**config.mk**
```make
export PLATFORM = sky130hd
export DESIGN_NAME = lcd_ctrl
export DESIGN_NICKNAME = d
export VERILOG_FILES = /design/src/rtl/lcd_ctrl.sv
export SDC_FILE = /design/constraint.sdc
export NUM_CORES = 1
export LEC_CHECK = 0
export CAP_MARGIN = 20
export CORE_MARGIN = 5
export CORE_UTILIZATION = 45
export DETAILED_ROUTE_END_ITERATION = 8
export GPL_TIMING_DRIVEN = 0
export PLACE_DENSITY = 0.77
export SLEW_MARGIN = 20
export SYNTH_ARGS = -nofsm -noshare
export SYNTH_HDL_FRONTEND = slang
export SYNTH_SLANG_ARGS = --single-unit
```
**constraint.sdc**
```tcl
create_clock -name i_clk -period 4.15 [get_ports i_clk]
set_clock_uncertainty 0.15 [all_clocks]
set_input_delay 0.6225 -clock i_clk [delete_from_list [all_inputs] [get_ports i_clk]]
set_output_delay 0.6225 -clock i_clk [all_outputs]
set_load 0.05 [all_outputs]
```
**src/rtl/lcd_ctrl.sv**
```systemverilog
// rtl/lcd_ctrl.sv - HD44780-style LCD bus sequencer with power-on init and valid/ready command port
// One shared counter times every state; it restarts at zero on state entry and never wraps.

module lcd_ctrl #(
  parameter int unsigned T_PWRUP = 750000,
  parameter int unsigned T_SETUP = 2,
  parameter int unsigned T_EN    = 12,
  parameter int unsigned T_CMD   = 2000,
  parameter int unsigned T_LONG  = 82000
) (
  input  logic       i_clk,
  input  logic       i_reset,
  input  logic       i_cmd_valid,
  input  logic       i_cmd_rs,
  input  logic [7:0] i_cmd_data,
  output logic       o_cmd_ready,
  input  logic       i_lcd_on,
  output logic       o_lcd_on,
  output logic       o_lcd_en,
  output logic       o_lcd_rs,
  output logic       o_lcd_rw,
  output logic [7:0] o_lcd_data,
  output logic       o_busy,
  output logic       o_init_done
);

  localparam int unsigned T_MAX_A = (T_PWRUP > T_LONG) ? T_PWRUP : T_LONG;
  localparam int unsigned T_MAX_B = (T_CMD > T_EN) ? T_CMD : T_EN;
  localparam int unsigned T_MAX_C = (T_MAX_A > T_MAX_B) ? T_MAX_A : T_MAX_B;
  localparam int unsigned T_MAX   = (T_MAX_C > T_SETUP) ? T_MAX_C : T_SETUP;
  localparam int unsigned CW      = $clog2(T_MAX) + 1;

  localparam logic [CW-1:0] PWRUP_LAST = CW'(T_PWRUP - 1);
  localparam logic [CW-1:0] SETUP_LAST = CW'(T_SETUP - 1);
  localparam logic [CW-1:0] EN_LAST    = CW'(T_EN - 1);
  localparam logic [CW-1:0] CMD_LAST   = CW'(T_CMD - 1);
  localparam logic [CW-1:0] LONG_LAST  = CW'(T_LONG - 1);

  typedef enum logic [2:0] {
    S_PWRUP,
    S_ISSUE,
    S_IDLE,
    S_SETUP,
    S_PULSE,
    S_WAIT
  } state_t;

  state_t        state_q, state_d;
  logic [CW-1:0] cnt_q, cnt_d;
  logic [2:0]    idx_q, idx_d;
  logic          en_q, en_d;
  logic          rs_q, rs_d;
  logic [7:0]    data_q, data_d;
  logic          ready_q, ready_d;
  logic          busy_q, busy_d;
  logic          init_done_q, init_done_d;
  logic          lcd_on_q;
  logic          long_cmd;
  logic [CW-1:0] wait_last;
  logic [2:0]    idx_inc;

  function automatic logic [7:0] init_rom(input logic [1:0] idx);
    case (idx)
      2'd0:    init_rom = 8'h38;
      2'd1:    init_rom = 8'h0C;
      2'd2:    init_rom = 8'h01;
      default: init_rom = 8'h06;
    endcase
  endfunction

  // Clear (01) and return-home (02/03) need the long execution delay.
  always_comb begin
    long_cmd  = !rs_q && (data_q inside {8'h01, 8'h02, 8'h03});
    wait_last = long_cmd ? LONG_LAST : CMD_LAST;
    idx_inc   = idx_q + 3'd1;
  end

  always_comb begin
    state_d     = state_q;
    cnt_d       = cnt_q;
    idx_d       = idx_q;
    en_d        = en_q;
    rs_d        = rs_q;
    data_d      = data_q;
    ready_d     = ready_q;
    init_done_d = init_done_q;

    case (state_q)
      S_PWRUP: begin
        if (cnt_q == PWRUP_LAST) begin
          state_d = S_ISSUE;
          cnt_d   = '0;
          idx_d   = 3'd0;
        end else begin
          cnt_d = cnt_q + CW'(1);
        end
      end
      S_ISSUE: begin
        rs_d    = 1'b0;
        data_d  = init_rom(idx_q[1:0]);
        state_d = S_SETUP;
        cnt_d   = '0;
      end
      S_IDLE: begin
        if (i_cmd_valid && ready_q) begin
          rs_d    = i_cmd_rs;
          data_d  = i_cmd_data;
          ready_d = 1'b0;
          state_d = S_SETUP;
          cnt_d   = '0;
        end
      end
      S_SETUP: begin
        if (cnt_q == SETUP_LAST) begin
          state_d = S_PULSE;
          en_d    = 1'b1;
          cnt_d   = '0;
        end else begin
          cnt_d = cnt_q + CW'(1);
        end
      end
      S_PULSE: begin
        if (cnt_q == EN_LAST) begin
          state_d = S_WAIT;
          en_d    = 1'b0;
          cnt_d   = '0;
        end else begin
          cnt_d = cnt_q + CW'(1);
        end
      end
      S_WAIT: begin
        if (cnt_q == wait_last) begin
          cnt_d = '0;
          if (!init_done_q) begin
            idx_d = idx_inc;
            if (idx_inc < 3'd4) begin
              state_d = S_ISSUE;
            end else begin
              init_done_d = 1'b1;
              ready_d     = 1'b1;
              state_d     = S_IDLE;
            end
          end else begin
            ready_d = 1'b1;
            state_d = S_IDLE;
          end
        end else begin
          cnt_d = cnt_q + CW'(1);
        end
      end
      default: begin
        state_d = S_PWRUP;
        cnt_d   = '0;
      end
    endcase

    busy_d = !ready_d;
  end

  always_ff @(posedge i_clk or negedge i_reset) begin
    if (!i_reset) begin
      state_q     <= S_PWRUP;
      cnt_q       <= '0;
      idx_q       <= 3'd0;
      en_q        <= 1'b0;
      rs_q        <= 1'b0;
      data_q      <= 8'h00;
      ready_q     <= 1'b0;
      busy_q      <= 1'b1;
      init_done_q <= 1'b0;
      lcd_on_q    <= 1'b0;
    end else begin
      state_q     <= state_d;
      cnt_q       <= cnt_d;
      idx_q       <= idx_d;
      en_q        <= en_d;
      rs_q        <= rs_d;
      data_q      <= data_d;
      ready_q     <= ready_d;
      busy_q      <= busy_d;
      init_done_q <= init_done_d;
      lcd_on_q    <= i_lcd_on;
    end
  end

  assign o_cmd_ready = ready_q;
  assign o_busy      = busy_q;
  assign o_init_done = init_done_q;
  assign o_lcd_en    = en_q;
  assign o_lcd_rs    = rs_q;
  assign o_lcd_rw    = 1'b0;
  assign o_lcd_data  = data_q;
  assign o_lcd_on    = lcd_on_q;

endmodule
```
==> impl_summary.md, run 1 <==
Status
The run finished with clean final reports.

Setup path
For the worst setup path, the data required time is 4170 ps. The top fanout value on the critical path is 10. The peak per-stage delay on the critical path is 430 ps. Traced cell by cell, the critical path runs through ha_1 > and3_1 > nand4_1 > o21bai_1 > o211ai_1 > buf_2 > nor2_2 > o21ai_0. For flop-to-flop paths, the worst setup slack is 1660 ps.

The arrival time reported for the critical path endpoint is 2510 ps. The startpoint type of the worst setup path is a flip-flop. The worst setup path is captured at a flip-flop. The largest individual stage delay along the critical path comes from the cell sky130_fd_sc_hd__dfrtp_1. The critical path is of the reg2reg type.

Power and ir drop
Across the VDD grid, the largest voltage drop is 0.0001634 V. For this design the static power due to leakage is 1.152 nW. The analysis attributes to net switching a power of 156.1 µW. Combinational cells account for 3.5% of the total power. The total power per unit cell area is 264.9 nW/µm². Internal power comes to 608.1 µW.

Per report_power, the sequential group accounts for 52.3% of the total. The proportion of total power due to net switching is 20.42%. The clock share of power is 44.2%.

Run
The number of max-capacitance violations reported is 0.

Clock network
After clock tree synthesis, the setup repair step added 0 buffers. For the worst-skew pair, the clock arrives at the later sink with an insertion delay of 300 ps. The number of buffers created by CTS is 5. The number of gates given a new drive strength after cts is 0. The clock passes through at most 2 buffers. The number of buffers inserted by hold repair at cts is 0. After clock tree synthesis, the clock-pin slew on the worst setup and hold paths is 80 ps. The H-tree was split into 2 levels. The TritonCTS clock tree is yes. The total clock sinks is 41. The clock root buffer master is sky130_fd_sc_hd__clkbuf_8.

STA
Static timing analysis puts the maximum clock frequency at 401.3 MHz. Hold timing on the final database bottoms out at a slack of 67.93 ps. The transition time at the pin with the least slew margin is 744.6 ps. The post-route clock period utilization is 60.05%. After layout, the worst setup slack is 1658 ps. Setup violations remaining at the end of the flow were counted as 0. Setup repair after global routing left no endpoint under its margin.

For the finished layout, the period the worst path requires is 2492 ps. Measured against its own limit, the worst slew margin works out to 50.36%. The total negative slack is 0 ps. The total count of max-transition violations in the final report came to 0. The hold violation count in the final report is 0.

Logic synthesis
Counting distinct cell types in the post-synthesis netlist gives 50. The fraction of registers with async set or reset after synthesis is 100.0%. The share of the synthesized area in the top cell type is 41.67%. During synthesis, Yosys emitted a total of 0 warnings. The commonest register cell after synthesis is sky130_fd_sc_hd__dfrtp_1. In this run, synthesis produced a sequential element count of 41. A synthesized cell averages 8.736 µm². The synthesized design contains 0 enable-type register cells. The sequential element share of the synthesized area is 42.76%. After synthesis, the cell types taking the most area are sky130_fd_sc_hd__dfrtp_1 (42%), sky130_fd_sc_hd__o21ai_0 (6.9%), sky130_fd_sc_hd__nor2_1 (4.8%), sky130_fd_sc_hd__nand2_1 (3.8%), sky130_fd_sc_hd__ha_1 (3.1%).

The biggest area contributor in the post-synthesis netlist is sky130_fd_sc_hd__dfrtp_1. The number of nets in the synthesized netlist is 294. The number of instances in the synthesized netlist is 275. The netlist area before placement is 2402 µm².

Floorplanning
The floorplan step set the die height to 83.07 µm. The initial cell density of the core is 46.74%. The horizontal extent of the die is 83.07 µm.

The floorplan core area is 5140 µm². The number of placement rows is 26. The number of primary I/O pins is 28. The die area is 6900 µm².

Layout
With fillers left out, the area of the finished cells amounts to 2885 µm². For this run, the share of the core covered by cells in the final layout is 56.13%. The repair_antennas step left the layout with diodes totalling 0. The library cells used most frequently in the layout, excluding fill and tap cells, are sky130_fd_sc_hd__dfrtp_1 (40), sky130_fd_sc_hd__o21ai_0 (33), sky130_fd_sc_hd__nor2_1 (31). Leaving out fill and tap cells, the most frequent cell in the layout is sky130_fd_sc_hd__dfrtp_1.

Cells with a size suffix above 1 make up 10.32% of the layout. The net count of the finished layout is 328. The area growth from synthesis to layout is 20.10%.

Placed design
The congestion estimate from routability-driven global placement came to 0.8559. The wire-length estimate of the detail-placed layout is 4131 µm. OpenSTA, run right after detailed placement, puts the worst setup slack at 1495 ps. The cell area reported after detailed placement is 2765 µm². The total of buffers placed on input and output ports is 26.

GRT
The total routing resource utilization after global routing is 16.60%. Global routing finished with a remaining overflow of 0. Entering global routing, the biggest net connects 29 pins. The first global-routing pass estimated 9480 µm of wire.

The number of global-route vias before repair is 1,929. The initial antenna violation count is 0.

Route
The post-route antenna net violation count is 0. The remaining design rule violation count is 0. The number of iterations in the first detailed-routing pass is 4. Dividing the detail-routed wire length by the instance count gives 14.64 µm. The via count is 2,112. In this run, the number of DRC markers left after iteration 0 of detailed routing was 166.

The detailed-route vias per instance is 5.558. The sum of routed wire length over all layers is 5565 µm.

Min path
The path class of the tightest hold or removal check is in2async.
[cells by family (layout without fill, tap and decap cells)]
kind of cell / Yosys count / in the layout / synth area share, %
AOI/OAI and AO/OA: 70 / 70 / 16.72
other: 1 / 1 / 0.1561
xor gates and xnor gates: 8 / 8 / 2.917
DFF: 41 / 41 / 42.76
adders and majority gates: 6 / 6 / 3.125
and+or+nand+nor: 119 / 119 / 27.03
buffers and inverters: 25 / 60 / 5.104
muxes: 5 / 5 / 2.187
[power groups by stage]
stage	logic, mW	clock network, mW	registers [mW]
global route	0.0299	0.359	0.400
global placement	0.0258	0	0.408
finish	0.0270	0.337	0.400
detailed placement	0.0276	0	0.408
CTS	0.0277	0.347	0.400
floorplan	0.00322	0	0.410
[critical path: cells and delay by family, from the launching register on]
family	cells	cell delay, ps
AND/OR/NAND/NOR	3	690
AO/OA/AOI/OAI	3	590
flip-flops	1	430
buffers and inverters	1	270
adder cells (fa/ha/maj)	1	240
[per-layer routing]
| layer | track usage, % | wire (µm) |
|---|---|---|
| met1 | 22.17 | 2535 |
| met4 | 5.349 | 72 |
| met2 | 26.53 | 2656 |
| met5 | 0 | 0 |
| met3 | 3.960 | 301 |
[synthesized netlist by cell type (2+ instances only)]
cell type and number:
sky130_fd_sc_hd__dfrtp_1 40, sky130_fd_sc_hd__o21ai_0 33, sky130_fd_sc_hd__nor2_1 31, sky130_fd_sc_hd__nand2_1 24, sky130_fd_sc_hd__nand3_1 15, sky130_fd_sc_hd__a21oi_1 14
sky130_fd_sc_hd__nor3_1 11, sky130_fd_sc_hd__nand4_1 9, sky130_fd_sc_hd__clkbuf_1 8, sky130_fd_sc_hd__inv_1 8, sky130_fd_sc_hd__ha_1 6, sky130_fd_sc_hd__o21ai_1 6
sky130_fd_sc_hd__and3_1 5, sky130_fd_sc_hd__buf_2 5, sky130_fd_sc_hd__xor2_1 5, sky130_fd_sc_hd__a22o_1 3, sky130_fd_sc_hd__mux2i_1 3, sky130_fd_sc_hd__nand2b_1 3
sky130_fd_sc_hd__nor2b_1 3, sky130_fd_sc_hd__o22ai_1 3, sky130_fd_sc_hd__o31ai_1 3, sky130_fd_sc_hd__xnor2_1 3, sky130_fd_sc_hd__and4_1 2, sky130_fd_sc_hd__buf_4 2
sky130_fd_sc_hd__buf_6 2, sky130_fd_sc_hd__mux2_2 2, sky130_fd_sc_hd__o211ai_1 2, sky130_fd_sc_hd__o21bai_1 2
[cell type report]
class	instances	area (µm²)
clock buffers	6	82.58
flip-flops and latches	41	1027
clock inverters	2	37.54
repair buffers	27	275.3
fillers	478	2255
well taps	70	87.58
plain buffers	17	92.59
multi-input cells	209	1252
inverters	8	30.03
[registers in the layout (all words and copies together), names as in the netlist, named ones only]
name	flops
cnt_q	21
o_lcd_data	8
idx_q	3
state_q	3
o_busy	1
o_init_done	1
o_lcd_en	1
o_lcd_on	1
o_lcd_rs	1
[per-stage QoR]
step / power [mW] / instances
6_report: 0.7642 / 380
5_1_grt: 0.7891 / 380
2_1_floorplan: 0.4128 / 275
3_5_place_dp: 0.4352 / 372
4_1_cts: 0.7742 / 380
3_3_place_gp: 0.4335 / 371
[path summary, 6_finish.rpt]
| path | from | end | cells past startpoint |
|---|---|---|---|
| max in group asynchronous | i_reset | o_busy | 2 |
| setup reg to reg | cnt_q[0] | cnt_q[19] | 8 |
| hold reg to reg | o_lcd_data[2] | o_lcd_data[2] | 1 |
| hold / removal | i_reset | o_lcd_on | 1 |
| setup / recovery | cnt_q[0] | cnt_q[19] | 8 |
| min in group i_clk | o_lcd_data[2] | o_lcd_data[2] | 1 |
Power figures use the tool's default switching activity.
==> run 2: changes to the inputs <==
Settings changed: PLACE_DENSITY 0.77 to 0.8.
Clock period 4.15 ns to 2.05 ns, I/O delays scaled along.
==> run 2 against run 1 <==
  * The flow now finishes with violations (negative setup slack)
  * Count of clock-buffer cells in the layout grew 1
  * Worst setup slack lost 2000 ps
  * Routed wire length grew 11%
  * First-iteration DRC count grew 23%
  * Maximum frequency grew 5.1%
  * Critical path depth grew 2
  * Sequential power grew 100%
  * Clock power grew 71%
  * Sequential share of layout area shrank 3.2 points
==> impl_summary.md, run 2 (synthesis gave the netlist of run 1 again) <==
Status
The flow ran to the end, but the final reports show violations. The checks that failed: negative setup slack.

Layout
The post-layout net count is 343 (+4.6%). The area of the multi-input gates is 1423 µm² (+14%). Leaving out fill and tap cells, the most frequent cells in the layout are sky130_fd_sc_hd__dfrtp_1 (35), sky130_fd_sc_hd__nor2_1 (29), sky130_fd_sc_hd__nand2_1 (24). The number of flip-flops in the largest register is 21 (unchanged). The final core utilization is 62.07% (+5.9 points).

The count of filler cells inserted in the layout is 422 (-12%). The non-filler instance count after layout is 395 (+3.9%). The final standard cell area without fillers is 3191 µm² (+11%). Relative to the synthesized area, the layout overhead comes to 32.81%. The area of all sequential standard cells is 1033 µm² (+0.61%). The share of post-route cells with drive strength above 1 is 25.23% (+15 points). The top register by number of flip-flops is cnt_q. The count of antenna diodes in the layout is 0 (unchanged). The most common cell after layout, fill and taps aside is sky130_fd_sc_hd__dfrtp_1.

Placed design
The final weighted congestion of routability-driven global placement is 0.8669 (+1.3%). The half-perimeter wire length after placement came to 4069 µm (-1.5%). The total of buffers placed on input and output ports came to 26 (unchanged). The cell area reported after detailed placement is 2773 µm² (+0.27%).

The cell count after placement is 372 (unchanged). The post-placement setup slack is -382.8 ps (-1878 ps).

GRT
The pin count of the biggest net entering global routing was 29 (unchanged). The first-pass GRT wire length is 10,230 µm (+7.9%). The initial antenna violation count is 0 (unchanged). The number of global-route vias before repair came to 2,112 (+9.5%). The overall overflow remaining after global route is 0 (unchanged). The total routing resource utilization after global routing is 18.04% (+1.4 points).

STA
The post-route clock period utilization came to 115.7% (+56 points). The total count of max-transition violations in the final report is 0 (unchanged). The worst hold margin is 292.0 ps (+224.1 ps).

The minimum period implied by the final worst setup slack is 2372 ps (-120.3 ps). The worst slew margin relative to its limit was 65.14% (+15 points). Setup repair after global routing could not meet its margin everywhere. The hold violation count in the final report came to 0 (unchanged). The fmax is 421.7 MHz (+5.1%). The worst setup margin was -321.6 ps (-1980 ps). The total setup violations reported at the end of the flow is 24 (+24).

The total negative slack is -5446 ps (-5446 ps). The transition time at the pin with the least slew margin is 521.3 ps (-223.3 ps).

Setup path
The peak per-stage delay on the critical path is 360 ps (-70 ps). The data required time of the worst path came to 2070 ps (-2100 ps). The top fanout value on the critical path is 8 (-2). On the critical path the largest part of the delay comes from simple AND/OR/NAND/NOR gates. The slack of the worst reg-to-reg path is -320 ps (-1980 ps).

The sort of element at the end of the critical path is a flip-flop. The capturing point of the worst reg2reg path is cnt_q[8]. The slowest stage cell on the critical path is sky130_fd_sc_hd__dfrtp_1. The arrival time reported for the critical path endpoint is 2390 ps (-120 ps).

The signal on the critical path passes through buf_6 > buf_4 > nor4b_1 > nand4_1 > nand2b_1 > o211ai_1 > buf_4 > nor3_4 > buf_6 > o22ai_2. The startpoint type of the worst setup path is a flip-flop. The number of cells traversed by the worst register-to-register path is 10 (+2). The critical path is of the reg2reg type. The number of buffer and inverter stages on the critical path came to 4 (+3). The startpoint of the lowest-slack register-to-register path is cnt_q[6].

Floorplanning
The initial cell density of the core was 46.74% (unchanged). The die area was 6900 µm² (unchanged). The number of primary I/O pins is 28 (unchanged). The y dimension of the die is 83.07 µm (unchanged). The floorplan core area is 5140 µm² (unchanged). The number of placement rows is 26 (unchanged). The horizontal extent of the die was 83.07 µm (unchanged).

Power and ir drop
The switching component of the power was 301.3 µW (+93%). The part of the total power dissipated in sequential elements is 56.1% (+3.8 points). The total power per unit cell area was 451.9 nW/µm² (+71%). The highest ir drop seen on vdd was 0.0002642 V (+62%).

The sum of internal, switching and leakage power was 1.442 mW (+89%). The portion of total power attributed to combinational logic is 3.9% (+0.4 points). The internal cell power came to 1.141 mW (+88%).

The clock share of power was 40.0% (-4.2 points). The leakage power of the design is 1.306 nW (+13%). The proportion of total power due to net switching is 20.89% (+0.47 points).

Route
The remaining design rule violation count is 0 (unchanged). The number of iterations in the first detailed-routing pass is 5 (+1). The via count was 2,266 (+7.3%).

The detail-routed net length per standard cell is 15.65 µm (+6.9%). The number of DRC markers in iteration 0 is 204 (+23%). The sum of routed wire length over all layers came to 6183 µm (+11%).

The detailed-route vias per instance is 5.737 (+3.2%). The post-route antenna net violation count came to 0 (unchanged).

Clock network
The total clock sinks is 41 (unchanged). The maximum buffer depth of the clock tree is 2 (unchanged). The number of H-tree levels came to 2 (unchanged). The clock-pin slew reported for the worst setup and hold paths after clock tree synthesis is 80 ps (about the same). The insertion delay to the later sink of the worst-skew pair came to 290 ps (about the same). The number of buffers created by CTS is 5 (unchanged). The clock root buffer master is sky130_fd_sc_hd__clkbuf_8.

TritonCTS built the clock tree.

Min path
The min-delay analysis places its worst path in the category in2async.

Run
The number of max-capacitance violations reported came to 0 (unchanged).
[run 2: cell count changes in the layout (fill, tap and decap cells not counted), moves of 4 or more]
cell and change:
sky130_fd_sc_hd__buf_4 +12, sky130_fd_sc_hd__o21ai_0 -11, sky130_fd_sc_hd__nor3_1 -8, sky130_fd_sc_hd__o21ai_1 +6, sky130_fd_sc_hd__clkbuf_1 -5, sky130_fd_sc_hd__dfrtp_1 -5, sky130_fd_sc_hd__dfrtp_2 +5, sky130_fd_sc_hd__o21ai_2 +5
sky130_fd_sc_hd__buf_6 +4, sky130_fd_sc_hd__nor3_2 +4, sky130_fd_sc_hd__nor3_4 +4
[run 2: cell type report]
| cell class | instances | area share, % |
|---|---|---|
| multi-input combinational | 209 | 44.59 |
| sequential | 41 | 32.39 |
| timing repair buffer | 44 | 13.10 |
| buffer | 15 | 3.059 |
| clock buffer | 7 | 3.020 |
| tap | 70 | 2.745 |
| inverter | 8 | 0.9412 |
| clock inverter | 1 | 0.1569 |
[run 2: how the worst max path moves through the flow]
stage / depth (start not counted) / start / end / slack [ps]
global placement: 1 / i_reset / o_lcd_data[6] / -680
finish: 10 / cnt_q[6] / cnt_q[8] / -320
detailed placement: 8 / cnt_q[0] / cnt_q[1] / -380
global route: 9 / cnt_q[4] / cnt_q[8] / -420
floorplan: 8 / cnt_q[4] / cnt_q[7] / -60
CTS: 8 / cnt_q[6] / cnt_q[7] / -240
[run 2: worst reg2reg max path, delay by kind of cell, from the launching register on]
family                 cells  cell delay (ps)
AO/OA/AOI/OAI              2              280
buffers and inverters      4              660
flip-flops                 1              360
AND/OR/NAND/NOR            4              790
[run 2: power by group through the flow]
stage	combinational [mW]	clock (mW)	sequential, mW
after global placement	0.0520	0	0.825
after global routing	0.0611	0.619	0.809
after detailed placement	0.0561	0	0.825
final	0.0564	0.576	0.809
after floorplan	0.00652	0	0.829
after CTS	0.0576	0.584	0.809
[run 2: layer usage]
layer	GRT usage (%)	wire, µm	vias to the layer above
li1	-	-	1073
met1	23.53	2646	1083
met2	28.72	3012	94
met3	3.267	370	16
met4	8.915	154	0
met5	0	0	-
[run 2: what timing repair did]
item / 4_1_cts / 5_1_grt
pin swaps: 17 / 15
hold buffers: 1 / 0
endpoints found under the hold margin: 12 / 0
endpoints found under the setup margin: 28 / 29
resized for setup: 31 / 24
gates cloned: 2 / 0
setup buffers: 11 / 3
